$ cat config.mk
export PLATFORM = sky130hd
export DESIGN_NAME = frame_mode_sequencer
export DESIGN_NICKNAME = d
export VERILOG_FILES = /design/src/rtl/frame_mode_sequencer_pkg.sv /design/src/rtl/frame_mode_sequencer_switch_sync_stable.sv /design/src/rtl/frame_mode_sequencer.sv
export SDC_FILE = /design/constraint.sdc
export NUM_CORES = 1
export LEC_CHECK = 0
export BUFFER_PORTS_ARGS = -buffer_cell sky130_fd_sc_hd__buf_2
export CAP_MARGIN = 20
export CORE_MARGIN = 4
export CORE_UTILIZATION = 40
export CTS_BUF_LIST = sky130_fd_sc_hd__clkbuf_4 sky130_fd_sc_hd__clkbuf_8 sky130_fd_sc_hd__clkbuf_16
export DETAILED_ROUTE_END_ITERATION = 6
export GPL_TIMING_DRIVEN = 1
export SYNTH_ARGS = -nofsm -noshare
export SYNTH_HDL_FRONTEND = slang
export SYNTH_SLANG_ARGS = --single-unit
$ cat constraint.sdc
create_clock -name i_clk -period 3.7 [get_ports i_clk]
set_clock_uncertainty 0.2 [all_clocks]
set_input_delay 0.555 -clock i_clk [delete_from_list [all_inputs] [get_ports i_clk]]
set_output_delay 0.555 -clock i_clk [all_outputs]
set_load 0.01 [all_outputs]
$ cat src/rtl/frame_mode_sequencer_pkg.sv
// Shared definitions for the frame mode sequencer: state codes and parameter defaults.
package frame_mode_sequencer_pkg;

    localparam int unsigned STATE_W = 3;

    localparam int unsigned FLUSH_CYCLES_DEF  = 16;
    localparam int unsigned SW_STABLE_DEF     = 1250000;
    localparam int unsigned DRAIN_TIMEOUT_DEF = 65535;
    localparam int unsigned CNT_W_DEF         = 21;

    typedef enum logic [STATE_W-1:0] {
        ST_INIT     = 3'd0,
        ST_CFG      = 3'd1,
        ST_CFG_WAIT = 3'd2,
        ST_SOF_WAIT = 3'd3,
        ST_RUN      = 3'd4,
        ST_ARM      = 3'd5,
        ST_FLUSH    = 3'd6,
        ST_DRAIN    = 3'd7
    } fms_state_t;

endpackage

$ cat src/rtl/frame_mode_sequencer_switch_sync_stable.sv
// Board switch conditioner: 2-FF synchronizer followed by a stability filter.
module switch_sync_stable #(
    parameter int unsigned SW_STABLE = 1250000,
    parameter int unsigned CNT_W     = 21
) (
    input  logic i_clk,
    input  logic i_rstn,
    input  logic i_sw,
    output logic o_level,
    output logic o_change
);

    logic             sync_q1;
    logic             sync_q2;
    logic             sync_prev;
    logic [CNT_W-1:0] stab_cnt;

    // Synchronize, then accept a new level only after it has held for SW_STABLE cycles.
    always_ff @(posedge i_clk) begin
        if (!i_rstn) begin
            sync_q1   <= 1'b0;
            sync_q2   <= 1'b0;
            sync_prev <= 1'b0;
            stab_cnt  <= '0;
            o_level   <= 1'b0;
            o_change  <= 1'b0;
        end else begin
            sync_q1   <= i_sw;
            sync_q2   <= sync_q1;
            sync_prev <= sync_q2;
            o_change  <= 1'b0;
            if ((sync_q2 == o_level) || (sync_q2 != sync_prev)) begin
                stab_cnt <= '0;
            end else if (stab_cnt == CNT_W'(SW_STABLE - 1)) begin
                o_level  <= sync_q2;
                o_change <= 1'b1;
                stab_cnt <= '0;
            end else begin
                stab_cnt <= stab_cnt + CNT_W'(1);
            end
        end
    end

endmodule

$ cat src/rtl/frame_mode_sequencer.sv
// Frame-boundary mode sequencer: camera config at power-up, flush/drain-guarded filter enable changes.
module frame_mode_sequencer
    import frame_mode_sequencer_pkg::*;
#(
    parameter int unsigned FLUSH_CYCLES  = FLUSH_CYCLES_DEF,
    parameter int unsigned SW_STABLE     = SW_STABLE_DEF,
    parameter int unsigned DRAIN_TIMEOUT = DRAIN_TIMEOUT_DEF,
    parameter int unsigned CNT_W         = CNT_W_DEF
) (
    input  logic               i_clk,
    input  logic               i_rstn,
    input  logic               i_sof,
    input  logic               i_cfg_done,
    input  logic               i_sw_gaussian,
    input  logic               i_cam_empty,
    input  logic               i_lpf_empty,
    output logic               o_cfg_start,
    output logic               o_gaussian_enable,
    output logic               o_pipe_flush,
    output logic               o_busy,
    output logic               o_error,
    output logic [STATE_W-1:0] o_state
);

    fms_state_t       state_q, state_d;
    logic [CNT_W-1:0] cnt_q, cnt_d;
    logic             pending_q, pending_d;
    logic             gauss_d, error_d, cfg_start_d, flush_d, busy_d;
    logic             sw_level;
    logic             sw_change;

    switch_sync_stable #(
        .SW_STABLE (SW_STABLE),
        .CNT_W     (CNT_W)
    ) u_sw (
        .i_clk    (i_clk),
        .i_rstn   (i_rstn),
        .i_sw     (i_sw_gaussian),
        .o_level  (sw_level),
        .o_change (sw_change)
    );

    // Next state, counter, pending flag and next registered output values.
    always_comb begin
        state_d   = state_q;
        cnt_d     = cnt_q;
        pending_d = pending_q;
        gauss_d   = o_gaussian_enable;
        error_d   = o_error;
        case (state_q)
            ST_INIT:     state_d = ST_CFG;
            ST_CFG:      state_d = ST_CFG_WAIT;
            ST_CFG_WAIT: if (i_cfg_done) state_d = ST_SOF_WAIT;
            ST_SOF_WAIT: begin
                if (i_sof) begin
                    gauss_d   = sw_level;
                    pending_d = 1'b0;
                    state_d   = ST_RUN;
                end
            end
            ST_RUN: begin
                if (pending_q) begin
                    pending_d = 1'b0;
                    if (sw_level != o_gaussian_enable) state_d = ST_ARM;
                end
            end
            ST_ARM: begin
                if (i_sof) begin
                    state_d = ST_FLUSH;
                    cnt_d   = CNT_W'(FLUSH_CYCLES - 1);
                end
            end
            ST_FLUSH: begin
                if (cnt_q == '0) begin
                    state_d = ST_DRAIN;
                end else begin
                    cnt_d = cnt_q - CNT_W'(1);
                end
            end
            ST_DRAIN: begin
                if (i_cam_empty && i_lpf_empty) begin
                    gauss_d   = sw_level;
                    pending_d = 1'b0;
                    state_d   = ST_RUN;
                end else if (cnt_q == CNT_W'(DRAIN_TIMEOUT - 1)) begin
                    error_d   = 1'b1;
                    gauss_d   = sw_level;
                    pending_d = 1'b0;
                    state_d   = ST_RUN;
                end else begin
                    cnt_d = cnt_q + CNT_W'(1);
                end
            end
            default: state_d = ST_INIT;
        endcase
        // A new accepted switch value always re-arms the pending flag.
        if (sw_change) pending_d = 1'b1;
        cfg_start_d = (state_d == ST_CFG);
        flush_d     = (state_d == ST_FLUSH);
        busy_d      = (state_d != ST_RUN);
    end

    // State, counter and output registers.
    always_ff @(posedge i_clk) begin
        if (!i_rstn) begin
            state_q           <= ST_INIT;
            cnt_q             <= '0;
            pending_q         <= 1'b0;
            o_gaussian_enable <= 1'b0;
            o_error           <= 1'b0;
            o_cfg_start       <= 1'b0;
            o_pipe_flush      <= 1'b0;
            o_busy            <= 1'b0;
        end else begin
            state_q           <= state_d;
            cnt_q             <= (state_q == ST_FLUSH && state_d == ST_DRAIN) ? '0 : cnt_d;
            pending_q         <= pending_d;
            o_gaussian_enable <= gauss_d;
            o_error           <= error_d;
            o_cfg_start       <= cfg_start_d;
            o_pipe_flush      <= flush_d;
            o_busy            <= busy_d;
        end
    end

    assign o_state = state_q;

endmodule

# Word level (Yosys, flattened, before mapping)
# Cells that the tools add are included.
dict set report word_totals {
  regBits 56
  in_bits 7
  output_inout_bits 8
  elab_cells 84
}
dict set report classes {
  addsub 3
  n_eq_ne 24
  mux 24
  bitwise 3
  n_reduce_logical 16
}
# operator n
set ops {}
lappend ops {{21-bit two-way mux} 4}
lappend ops {{21-bit one-hot mux with 3 select lines} 1}
lappend ops {{21-bit by 1-bit adder with 21-bit output (second input constant)} 2}
lappend ops {{3-bit two-way mux} 8}
lappend ops {{3-bit one-hot mux with 8 select lines} 1}
lappend ops {{21-bit by 16-bit equality test with 1-bit output (second input constant)} 1}
lappend ops {{21-bit equality test (second input constant)} 1}
lappend ops {{21-bit zero test} 1}
lappend ops {{21-bit by 1-bit subtractor with 21-bit output (second input constant)} 1}
lappend ops {{3-bit equality test (second input constant)} 6}
lappend ops {{2-bit inequality test (second input constant)} 5}
lappend ops {{3-bit AND reduction} 3}
lappend ops {{1-bit two-way mux} 8}
lappend ops {{3-bit by 1-bit equality test with 1-bit output (second input constant)} 2}
lappend ops {{3-bit by 2-bit equality test with 1-bit output (second input constant)} 2}
lappend ops {{3-bit inequality test (second input constant)} 2}
lappend ops {{5-bit AND reduction} 1}
lappend ops {{4-bit by 3-bit inequality test with 1-bit output (second input constant)} 1}
lappend ops {{4-bit nonzero test} 1}
lappend ops {{2-bit OR reduction} 2}
lappend ops {{3-bit zero test} 1}
lappend ops {{3-bit by 2-bit inequality test with 1-bit output (second input constant)} 1}
lappend ops {{1-bit NOT} 3}
lappend ops {{1-bit one-hot mux with 3 select lines} 1}
lappend ops {{other kinds (9)} 11}

# Depth between registers and ports, before layout
dict set report logic_depth {
  word_depth 7
  ltp_mapped 12
  mapped_depth_nobuf 10
}

# Modules after synthesis
# A second synthesis with hierarchy kept.
dict set report hier_totals {
  cells_unflattened 413
  area_unflattened_um2 3447.1
}
# mod instances cells_each area_each_um2 seq_area_each_um2
set modules_own_cells {}
lappend modules_own_cells {frame_mode_sequencer 1 285 2298.5 600.6}
lappend modules_own_cells {switch_sync_stable 1 128 1148.6 520.5}

# Worst setup path before layout
# No wires, ideal clock.
dict set report synth_timing {
  path_kind {register to register}
  startpoint {register state_q[1] (netlist: o_state[1])}
  endpoint {register cnt_q[18]}
  setup_time_ns 0.062
  arrival_time_ns 3.130
  required_ns 3.438
  slack_ns 0.308
  path_stages_with_launch 12
  n_path_buf 1
  synth_period_minus_slack_ns 3.392
  cell_sequence {dfxtp_1 > buf_2 > and2_4 > nand2_1 > ha_1 > and2_4 > a221oi_4 > a21oi_2 > o2111a_2 > o31a_1 > or4_1 > nand3_1}
}
dict set report synth_via {
  elab_chain_cells 6
  word_cells_on_any_way 27
  classes_between {eq/ne: 12; mux: 10; reduce/logical: 5}
}
# element line
set synth_rtl {}
lappend synth_rtl {{start: declaration} frame_mode_sequencer.sv:25} ;# fms_state_t state_q, state_d;
lappend synth_rtl {{start signal: assignment} frame_mode_sequencer.sv:115} ;# state_q <= state_d;
lappend synth_rtl {{3-bit two-way mux (on tied branches)} {frame_mode_sequencer.sv:85, frame_mode_sequencer.sv:64}}
lappend synth_rtl {{3-bit two-way mux (on tied branches)} {frame_mode_sequencer.sv:81, frame_mode_sequencer.sv:62}}
lappend synth_rtl {{3-bit one-hot mux with 8 select lines} frame_mode_sequencer.sv:50} ;# case (state_q)
lappend synth_rtl {{3-bit equality test} frame_mode_sequencer.sv:116} ;# cnt_q <= (state_q == ST_FLUSH && state_d == ST_DRAIN) ? '0 : cnt_d;
lappend synth_rtl {{1-bit logical AND} frame_mode_sequencer.sv:116}
lappend synth_rtl {{2-bit OR reduction (no line)} n/a}
lappend synth_rtl {{end signal: assignment} frame_mode_sequencer.sv:116}
lappend synth_rtl {{end: declaration} frame_mode_sequencer.sv:26} ;# logic [CNT_W-1:0] cnt_q, cnt_d;
# Several ways; a longest one is shown, not always the timed one.
# A chain may end at the register's enable or synchronous reset.

# Worst setup path in the final report
dict set report layout_timing {
  startpoint {register state_q[2] (netlist: o_state[2])}
  endpoint {register cnt_q[18]}
}
# Same word-level chain as after synthesis.

==> impl_metrics.toml <==
[clock_network]
cts.htree.levels = 2
clockBufferDepth = 2
cts_setup_buffers = 0
clock-sinks = 56
hold_buffers = 0
cts-resized-gates = 0
clk_latency_ns = 0.31
numCtsBuffers = 5
clk_pin_slew_worst_paths_ns = 0.11
cts_tree = "yes"
clockRootBuffer = "clkbuf_8"

[die]
core-area_sq_um = 8260
die_area_sq_um = 10000
start_util_pct = 41.2
io_pins = 15
die_w_microns = 100
dieHeight_microns = 100
rows = 33

[timing]
worst_slew_pin_slew_ns = 0.776
clock.fmax_ghz = 0.294
hold_ws_ns = 0.254
setup_ws_ns = 0.299
slew_headroom_pct = 48.1
min_period_ns = 3.40
tns_ns = 0
finalSetupViolations = 0
rsz0062_at_grt = "false"
period_share_pct = 91.9
finalHoldViolCount = 0
slew_viol_final = 0

[setup_path]
crit_buf_inv = 1
cp-start-kind = "flip-flop"
end_kind = "flip-flop"
path_class = "flip-flop to flip-flop"
worstPathRequired_ns = 3.76
worstPathCellList = "nand2_1 -> buf_4 -> ha_1 -> a21oi_1 -> o21ai_0 -> o2111a_2 -> o31a_1 -> or4_1 -> nand3_1"
arrival_ns = 3.47
cpPeakStageDelay_ns = 0.47
cp_top_family = "compound AO/OA/AOI/OAI gates"
critical_path.slowest_cell = "dfxtp_1"
critPathMaxFanout = 14

[pwr]
ir_drop_uv = 149
p_leak_nw = 1.42
p_per_area_nw_per_um2 = 301

[synthesis]
ys_async_sr_fraction_pct = 0
syn_area_per_cell_sq_um = 8.05
ys.flop_type = "dfxtp_1"
syn_area_sq_um = 3400
synth_enable_flop_cells = 0
netlist-cell-type-count = 56
syn_inst = 423
ys_seq_elements = 56
synth_nets = 451
yosys_warnings = 0
yosysSeqAreaShare_pct = 32.9

[grt]
grt_pass1_vias = 2849
grt_util_all_layers_pct = 16.0
gr-total-overflow = 0
antenna_found_initial = 0
grt_pass1_wl_microns = 13300
grt_max_degree = 24

[placed_design]
place_congestion = 0.961
portBuffers = 14
dp_cells = 533
dpl_cell_area_sq_um = 3580
place_ws_ns = 0.332
hpwl_microns = 5770

[drt]
drt_iter0_drc = 131
vias = 3025
via_per_inst = 5.59
routed_wl_microns = 7710
firstDrtPassIters = 4
drcViolationCount = 0
ant_nets = 0
wl_per_cell_microns = 14.3

[layout]
final_cell_mix = "dfxtp_1 (56), nor2_1 (53), nand2_1 (39)"
antennaDiodeCount = 0
fin_cells = 541
layout.nets = 463
final_common_cell = "dfxtp_1"
finalInstanceArea_sq_um = 3670
drive_above_1_share_pct = 8.94
nFillCells = 874
syn_to_final_growth_pct = 7.72

[outcome]
outcome = "completed"

[flow_run]
drv_cap = 0

[worst_hold_path]
hold_class = "input pin to flip-flop"
==> sequential cells by signal, summed over array words and instances (netlist names) <==
| signal | count |
|---|---|
| u_sw.sync_q2 | 1 |
| cnt_q | 21 |
| o_state | 3 |
| pending_q | 1 |
| u_sw.sync_q1 | 1 |
| o_cfg_start | 1 |
| u_sw.stab_cnt | 21 |
| o_gaussian_enable | 1 |
| o_busy | 1 |
| u_sw.o_change | 1 |
| o_pipe_flush | 1 |
| u_sw.o_level | 1 |
| u_sw.sync_prev | 1 |
| o_error | 1 |
==> routing by layer <==
| layer | up-vias | part of all wire [%] | track usage [%] |
|---|---|---|---|
| met5 | - | 0 | 0 |
| li1 | 1561 | - | - |
| met3 | 8 | 2.7 | 2.43 |
| met2 | 39 | 49 | 27.5 |
| met4 | 0 | 1.2 | 4.46 |
| met1 | 1417 | 47 | 20.9 |
==> power breakdown <==
part / switching [W] / internal [W] / leakage [nW]
Combinational: 0.0000775 / 0.0000557 / 0.922
Sequential: 0.00000520 / 0.000612 / 0.453
Clock: 0.000217 / 0.000135 / 0.0445
Total: 0.000300 / 0.000802 / 1.42
==> through the flow <==
stage	utilization, %	power, W
6_report	44.4	0.00110
5_1_grt	44.4	0.00116
3_3_place_gp	43.3	0.000762
2_1_floorplan	-	0.000727
4_1_cts	44.4	0.00112
3_5_place_dp	43.3	0.000763
==> worst register-to-register path, cell delays in order, from the launching register on <==
cell and delay (ns):
dfxtp_1 0.47, nand2_1 0.41, buf_4 0.31, ha_1 0.35
a21oi_1 0.20, o21ai_0 0.22, o2111a_2 0.36, o31a_1 0.29
or4_1 0.46, nand3_1 0.09
==> logic make-up after synthesis <==
family | after synthesis | synth area share [%]
buf+inv | 25 | 3.38
fa+ha+maj | 21 | 7.94
mux | 2 | 0.588
compound gates | 97 | 19.4
xor+xnor | 28 | 7.21
flops | 56 | 32.9
simple gates | 194 | 28.5
==> final timing paths <==
kind / start / endpoint / slack [ns] / cells after the start
worst min register to register: u_sw.stab_cnt[0] / u_sw.stab_cnt[0] / 0.26 / 1
worst min-delay path: i_sw_gaussian / u_sw.sync_q1 / 0.25 / 2
worst max register to register: o_state[2] / cnt_q[18] / 0.30 / 9
worst max-delay path: o_state[2] / cnt_q[18] / 0.30 / 9
==> synthesized netlist by cell type, types with 3 or more instances <==
cell | n | share of area, %
buf_2 | 6 | 0.88
o31ai_1 | 5 | 1.1
a211oi_1 | 3 | 0.66
o21ai_0 | 12 | 1.8
and3_1 | 4 | 0.74
dfxtp_1 | 56 | 33
o21bai_1 | 3 | 0.66
o21a_1 | 5 | 1.1
a22oi_1 | 3 | 0.66
nor2b_1 | 8 | 1.5
or4_1 | 6 | 1.3
ha_1 | 20 | 7.4
a21oi_1 | 30 | 4.4
nor4_1 | 9 | 1.7
xnor2_1 | 13 | 3.3
and2_1 | 7 | 1.3
nor3_1 | 13 | 1.9
nand3_1 | 29 | 4.3
a31oi_1 | 3 | 0.55
nand2_1 | 39 | 4.3
xor2_1 | 15 | 3.9
clkbuf_1 | 6 | 0.66
or3_1 | 4 | 0.74
nor2_1 | 53 | 5.8
a21o_1 | 12 | 2.6
nand4_1 | 7 | 1.3
o211ai_1 | 5 | 1.1
inv_1 | 9 | 0.99
nor4b_1 | 3 | 0.77
==> layout make-up <==
cell class | count | area [sq um] | area share (%)
sequential | 56 | 1120 | 30.6
multi-input combinational | 342 | 2170 | 59.1
clock inverter | 3 | 21.3 | 0.580
clock buffer | 5 | 68.8 | 1.88
timing repair buffer | 21 | 123 | 3.34
tap | 105 | 131 | 3.58
inverter | 9 | 33.8 | 0.922
Power figures use the tool's default switching activity.
